$ cat src/rtl/uart_rx_pkg.sv
// Shared constants for the UART receive path: bus width defaults, line idle level,
// the legal oversampling ratios and the three-input majority vote used by the sampler.
package uart_rx_pkg;

   localparam int PWIDTH_DEF  = 6;
   localparam int BCWIDTH_DEF = 4;

   localparam logic IDLE_LEVEL = 1'b1;

   typedef enum int {
      PRESCALE_X8  = 8,
      PRESCALE_X16 = 16,
      PRESCALE_X32 = 32
   } prescale_e;

   function automatic logic majority3(input logic a, input logic b, input logic c);
      return (a & b) | (a & c) | (b & c);
   endfunction

endpackage

$ cat src/rtl/sync_2ff.sv
// Two-flop synchroniser for a single asynchronous input; both flops reset to RESET_VAL
// so the output reads the line's idle level straight out of reset.
module sync_2ff #(
   parameter logic RESET_VAL = 1'b1
) (
   input  logic clk,
   input  logic rst,
   input  logic data_i,
   output logic data_o
);

   logic meta_q;
   logic sync_q;

   always_ff @(posedge clk or posedge rst) begin
      if (rst) begin
         meta_q <= RESET_VAL;
         sync_q <= RESET_VAL;
      end else begin
         meta_q <= data_i;
         sync_q <= meta_q;
      end
   end

   assign data_o = sync_q;

endmodule

$ cat src/rtl/rx_data_sampler.sv
// UART receive oversampler: tracks position within a bit, counts bit periods and
// decides each bit around mid-bit. Define RX_MAJORITY_VOTE_EN for a 3-sample majority vote.
module rx_data_sampler
   import uart_rx_pkg::*;
#(
   parameter int PWIDTH  = PWIDTH_DEF,
   parameter int BCWIDTH = BCWIDTH_DEF
) (
   input  logic               clk,
   input  logic               rst,
   input  logic               enable,
   input  logic               rx_in,
   input  logic [PWIDTH-1:0]  prescale,
   output logic               rx_sync,
   output logic [PWIDTH-1:0]  edge_counter,
   output logic [BCWIDTH-1:0] bit_counter,
   output logic               sampled_bit,
   output logic               bit_done
);

   logic               rxSync;
   logic [PWIDTH-1:0]  edgeLast;
   logic [PWIDTH-1:0]  half;
   logic [PWIDTH-1:0]  sampleLast;
   logic               voteBit;

   logic [PWIDTH-1:0]  edgeCnt_q;
   logic [PWIDTH-1:0]  edgeCnt_d;
   logic [BCWIDTH-1:0] bitCnt_q;
   logic [BCWIDTH-1:0] bitCnt_d;
   logic               sampled_q;
   logic               sampled_d;

   sync_2ff #(
      .RESET_VAL (IDLE_LEVEL)
   ) uSync (
      .clk    (clk),
      .rst    (rst),
      .data_i (rx_in),
      .data_o (rxSync)
   );

   assign edgeLast   = prescale - PWIDTH'(1);
   assign half       = prescale >> 1;
   assign sampleLast = half + PWIDTH'(1);

`ifdef RX_MAJORITY_VOTE_EN
   logic [PWIDTH-1:0] sampleFirst;
   logic              earlyBit_q;
   logic              earlyBit_d;
   logic              midBit_q;
   logic              midBit_d;

   assign sampleFirst = half - PWIDTH'(1);

   // Early samples are dropped whenever the frame is abandoned so a stale bit never votes.
   always_comb begin
      earlyBit_d = earlyBit_q;
      midBit_d   = midBit_q;
      if (!enable) begin
         earlyBit_d = 1'b0;
         midBit_d   = 1'b0;
      end else begin
         if (edgeCnt_q == sampleFirst) begin
            earlyBit_d = rxSync;
         end
         if (edgeCnt_q == half) begin
            midBit_d = rxSync;
         end
      end
   end

   always_ff @(posedge clk or posedge rst) begin
      if (rst) begin
         earlyBit_q <= 1'b0;
         midBit_q   <= 1'b0;
      end else begin
         earlyBit_q <= earlyBit_d;
         midBit_q   <= midBit_d;
      end
   end

   assign voteBit = majority3(earlyBit_q, midBit_q, rxSync);
`else
   assign voteBit = rxSync;
`endif

   // The wrap test uses >= so an out-of-range count still returns to zero in one step.
   always_comb begin
      edgeCnt_d = edgeCnt_q;
      bitCnt_d  = bitCnt_q;
      sampled_d = sampled_q;
      if (!enable) begin
         edgeCnt_d = '0;
         bitCnt_d  = '0;
      end else begin
         if (edgeCnt_q >= edgeLast) begin
            edgeCnt_d = '0;
            bitCnt_d  = bitCnt_q + BCWIDTH'(1);
         end else begin
            edgeCnt_d = edgeCnt_q + PWIDTH'(1);
         end
         if (edgeCnt_q == sampleLast) begin
            sampled_d = voteBit;
         end
      end
   end

   always_ff @(posedge clk or posedge rst) begin
      if (rst) begin
         edgeCnt_q <= '0;
         bitCnt_q  <= '0;
         sampled_q <= IDLE_LEVEL;
      end else begin
         edgeCnt_q <= edgeCnt_d;
         bitCnt_q  <= bitCnt_d;
         sampled_q <= sampled_d;
      end
   end

   assign rx_sync      = rxSync;
   assign edge_counter = edgeCnt_q;
   assign bit_counter  = bitCnt_q;
   assign sampled_bit  = sampled_q;
   assign bit_done     = enable && (edgeCnt_q == edgeLast);

endmodule

$ cat config.mk
export PLATFORM = sky130hd
export DESIGN_NAME = rx_data_sampler
export DESIGN_NICKNAME = d
export VERILOG_FILES = /design/src/rtl/uart_rx_pkg.sv /design/src/rtl/sync_2ff.sv /design/src/rtl/rx_data_sampler.sv
export SDC_FILE = /design/constraint.sdc
export NUM_CORES = 1
export LEC_CHECK = 0
export ABC_CLOCK_PERIOD_IN_PS = 2130
export BUFFER_PORTS_ARGS = -buffer_cell sky130_fd_sc_hd__buf_2
export CAP_MARGIN = 15
export CORE_ASPECT_RATIO = 1.25
export CORE_MARGIN = 1.5
export CORE_UTILIZATION = 35
export CTS_CLUSTER_DIAMETER = 60
export DETAILED_ROUTE_END_ITERATION = 8
export GPL_ROUTABILITY_DRIVEN = 0
export SLEW_MARGIN = 20
export SYNTH_ARGS = -nofsm -noshare
export SYNTH_HDL_FRONTEND = slang
export SYNTH_SLANG_ARGS = --single-unit
$ cat constraint.sdc
create_clock -name clk -period 2.13 [get_ports clk]
set_input_delay 0.1065 -clock clk [delete_from_list [all_inputs] [get_ports clk]]
set_output_delay 0.1065 -clock clk [all_outputs]
set_load 0.03 [all_outputs]
Yosys cells after proc, flatten, opt, wreduce, memory -nomap -nowiden
Index checks and enable logic that the tools add are counted.

Flip-flop bits (word level): 13. Input port bits: 10. Output and inout port bits: 13. Logic and storage cells: 19.

$add $sub $neg: 4. Order comparisons: 1. Eq/ne operators: 3. Muxes and demuxes: 4. Reduce and logical (&&, ||, !) cells: 2.

Operator list (count): == test 6 bit (2); 2-to-1 mux 6 bit (2); 2-to-1 mux 4 bit (2); adder 5 x 1 -> 6 bit, second input constant (1); adder 6 x 1 -> 6 bit, second input constant (1); greater-or-equal comparator 6 bit (1); subtractor 6 x 1 -> 6 bit, second input constant (1); adder 4 x 1 -> 4 bit, second input constant (1); inequality test 2 x 1 -> 1 bit, second input constant (1); AND reduction 2 bit (1); logical AND 1 bit (1).

Logic depth before layout (Yosys ltp)
Depth in word-level cells: 4. Depth in mapped cells: 11. Gate-level depth less buffers: 11.

Modules after synthesis
A second synthesis with hierarchy kept.

Cells, all modules: 97. Area total of the unflattened synthesis: 923.4 sq um.

Modules (own cells, without submodules): rx_data_sampler (instances 1, cells each 94, area an instance 867.1 sq um, seq. area each 276.5 sq um); sync_2ff (instances 1, cells each 3, area an instance 56.3 sq um, seq. area each 52.6 sq um).

Least setup slack after synthesis
OpenSTA, ideal clock, no wires.

Path type: flip-flop to flip-flop. Start: register edgeCnt_q[4], in the netlist edge_counter[4]. End: register sampled_q, in the netlist sampled_bit. Setup time: 0.082 ns. Data arrival time: 1.952 ns. Data required time: 2.048 ns. Setup slack: 0.096 ns. Cell stages (with the launch flop): 5. Buffers on the path: 0. Clock period less this slack: 2.034 ns. Cells stage by stage: dfrtp_1 xnor2_1 or4b_1 a2111oi_2 mux2_2.

Longest elaborated chain between the ends: 2.

Ends and longest elaborated chain: start, declared (line rx_data_sampler.sv:27) `logic [PWIDTH-1:0] edgeCnt_q;`; start signal, assigned (line rx_data_sampler.sv:115) `edgeCnt_q <= edgeCnt_d;`; == test 6 bit (line rx_data_sampler.sv:103) `if (edgeCnt_q == sampleLast) begin`; AND reduction 2 bit (no line); end signal, assigned (line rx_data_sampler.sv:117) `sampled_q <= sampled_d;`; end, declared (line rx_data_sampler.sv:31) `logic sampled_q;`.

No other way between the ends. A chain may end at the register's enable or synchronous reset.

Worst setup path in the final report
Start: register edgeCnt_q[4], in the netlist edge_counter[4]. End: register bitCnt_q[1], in the netlist bit_counter[1].

Longest elaborated chain between the ends: 2.

Ends and longest elaborated chain: greater-or-equal comparator 6 bit (line rx_data_sampler.sv:97) `if (edgeCnt_q >= edgeLast) begin`; inequality test 2 x 1 -> 1 bit (no line); end signal, assigned (line rx_data_sampler.sv:116) `bitCnt_q <= bitCnt_d;`; end, declared (line rx_data_sampler.sv:29) `logic [BCWIDTH-1:0] bitCnt_q;`.

No other way between the ends.

==> impl_metrics.csv <==
group,metric,value,unit
status,outcome,"finished, final reports clean",
floorplanning,die_h,60.3,um
timing,report.final.setup_viol,0,
timing,drv_slew,0,
pwr,swShare,31.6,%
clock_network,insertion_delay,0.26,ns
floorplanning,dieArea,0.00295,mm^2
grt,antenna_found_initial,0,
clock_network,cts.repair.resized,0,
routing,drt-total-wl,1.91,mm
layout,final_cell_area,0.00116,mm^2
pwr,intPower,0.420,mW
place,hpwlAfterDp,1.57,mm
logic_synthesis,yosysSeqAreaShare,35.8,%
critical_path,worst_path_max_delay_cell,"dfrtp_1",
timing,fmax,0.516,GHz
grt,grt_first_pass_wirelength,3.42,mm
critical_path,crit_chain,"buf_4 -> ha_1 -> a21o_1 -> a21oi_1 -> o31a_1 -> buf_4 -> mux2i_1 -> nor2_1",
pwr,seqPwrFrac,46.2,%
grt,grt_pass1_vias,795,
critical_path,worst-path-max-fanout,6,
layout,antennaDiodeCount,0,
floorplanning,core_area,0.00245,mm^2
floorplanning,boundaryPins,23,
clock_network,cts_root_buf,"clkbuf_4",
timing,post-route-period-util,91.0,%
grt,overflow,0,
pwr,ir_drop,285,uV
floorplanning,initial_core_util,37.5,%
logic_synthesis,async_reset_ff_share,100,%
clock_network,cts_made_buffers,3,
min_path,hold_path_class,"in2reg",
logic_synthesis,synth-edff-count,0,
timing,holdWs,0.160,ns
routing,dr.first_iter.drc_count,8,
timing,hold_violations,0,
place,portBuffers,22,
routing,vias,778,
grt,grt_max_degree,14,
logic_synthesis,synth.net_count,118,
logic_synthesis,synth_commonest_cells,"ha_1, dfrtp_1, nor2_1, xnor2_1",
timing,tightest_slew,0.483,ns
critical_path,crit_buf_inv,2,
critical_path,rr_startpoint,"edge_counter[4]",
critical_path,cpPeakStageDelay,0.40,ns
floorplanning,die_x,48.8,um
pwr,pwr-share-clk,23.4,%
pwr,power_switching,0.194,mW
logic_synthesis,ys_types,27,
layout,areaGrowthSynthToFinish,26.0,%
critical_path,crit_type,"reg2reg",
floorplanning,rows,20,
grt,grt_use_total,14.8,%
critical_path,path_depth,8,
critical_path,rr_endpoint,"bit_counter[1]",
min_path,hold_end,"edge_counter[1]",
critical_path,cpLargestDelayFamily,"compound AO/OA/AOI/OAI gates",
critical_path,r2r_cells,8,
place,placed_area,0.00111,mm^2
logic_synthesis,synth-seq-cells,13,
layout,final_cells,163,
clock_network,cts.path.max_buffers,2,
job,cap_violations,0,
clock_network,cts.sinks,13,
pwr,p_leak,0.594,nW
critical_path,start_kind,"flip-flop",
layout,drive_gt1_share,28.5,%
min_path,whs_path_depth,2,
min_path,hold_start,"enable",
timing,maxSlewHeadroom,67.7,%
critical_path,cp_data_required_time,2.29,ns
logic_synthesis,synth_top_area_share,27.2,%
layout,nNetsFinal,153,
timing,skew,0.00153,ns
timing,grt_setup_unrepaired,"no",
routing,wl_per_cell,11.7,um
logic_synthesis,synth_area_leader_cell,"dfrtp_1",
logic_synthesis,synth.cell_area,920,um^2
critical_path,r2r_slack,0.19,ns
critical_path,crit_path_end_kind,"flip-flop",
pwr,power_density,530,mW/mm^2
critical_path,crit_path_frequent_cell,"buf_4",
logic_synthesis,synth_area_leaders,"dfrtp_1, ha_1, dfstp_2, xnor2_1, xor2_1",
routing,ant_nets,0,
logic_synthesis,synth.most_common_cell,"ha_1",
timing,fin_crit,1.94,ns
critical_path,arrival,2.10,ns
pwr,pwr-share-comb,30.4,%
routing,drcViolationCount,0,
logic_synthesis,avgSynthCellArea,9.58,um^2
place,post-place-cells,157,
routing,routed_via_density,4.77,
logic_synthesis,synth_cells,96,
logic_synthesis,ys_warn_count,0,
clock_network,htreeDepth,1,
clock_network,cts_tree,"built",
logic_synthesis,synthFlopType,"dfrtp_1",
routing,first_pass_iters,4,
clock_network,clk_pin_slew,0.07,ns
-- routing by layer --
| layer | part of all wire, % | GRT usage (%) |
|---|---|---|
| met1 | 43 | 17.2 |
| met5 | 0 | 0 |
| met4 | 0 | 4.90 |
| met2 | 54 | 29.2 |
| met3 | 3.1 | 0.750 |
-- per-stage QoR --
step           power, mW  util [%]  setup slack (ns)  setup TNS (ns)
4_1_cts            0.627      47.2             0.180               0
3_3_place_gp       0.471      45.4            0.0389               0
5_1_grt            0.658      47.2           0.00931               0
6_report           0.615      47.2             0.192               0
2_1_floorplan      0.414         -            0.0956               0
3_5_place_dp       0.476      45.4           -0.0337         -0.0369
-- layout make-up --
| cell class | instances | area (um^2) |
|---|---|---|
| clock buffer | 4 | 26.3 |
| multi-input combinational | 75 | 553 |
| inverter | 7 | 26.3 |
| fill | 278 | 1290 |
| sequential | 13 | 329 |
| tap | 33 | 41.3 |
| timing repair buffer | 31 | 183 |
-- sequential cells by signal (all words and copies together) (netlist names) --
signal / count
uSync.meta_q: 1
edge_counter: 6
bit_counter: 4
uSync.data_o: 1
sampled_bit: 1
-- cell usage in the layout (no fill, tap or decap), types with 3 or more instances in the layout --
cell	Yosys	layout
a21oi_1	3	3
buf_2	0	22
buf_4	0	7
clkbuf_4	0	3
dfrtp_1	10	10
dfstp_2	3	3
ha_1	12	12
inv_1	7	7
nand2_1	6	6
nand3_1	7	7
nor2_1	10	10
o21ai_0	3	3
xnor2_1	8	8
xor2_1	7	7
-- power by group through the flow --
stage	logic, mW	registers [mW]	clock network [mW]
floorplan	0.0857	0.328	0
global placement	0.182	0.289	0
detailed placement	0.187	0.289	0
CTS	0.190	0.285	0.152
global route	0.209	0.288	0.161
finish	0.187	0.284	0.144
-- timing repair --
| action | 4_1_cts | 5_1_grt |
|---|---|---|
| setup buffers | 0 | 0 |
| hold buffers | 2 | 0 |
| hold endpoints to repair | 11 | 0 |
-- worst register-to-register path, stage by stage, from the launching register on --
cell and delay (ns):
dfrtp_1 0.40, buf_4 0.16, ha_1 0.30, a21o_1 0.18, a21oi_1 0.14, o31a_1 0.24, buf_4 0.17, mux2i_1 0.19
nor2_1 0.06
-- worst max path at each step --
stage	startpoint	to	slack (ns)
2_1_floorplan	edge_counter[4]	sampled_bit	0.1
3_3_place_gp	prescale[1]	bit_counter[3]	0.04
3_5_place_dp	prescale[1]	bit_counter[3]	-0.03
4_1_cts	edge_counter[4]	bit_counter[1]	0.18
5_1_grt	edge_counter[4]	bit_counter[1]	0.009
6_report	edge_counter[4]	bit_counter[1]	0.19
-- kinds of logic (layout without fill, tap and decap cells) --
logic type,Yosys count,after routing,synth area share [%]
mux,2,2,2.31
xor+xnor,15,15,14.3
buf+inv,8,42,4.08
simple gates,34,34,18.1
fa+ha+maj,12,12,16.3
compound gates,12,12,9.12
flops,13,13,35.8
Power figures use the tool's default switching activity.
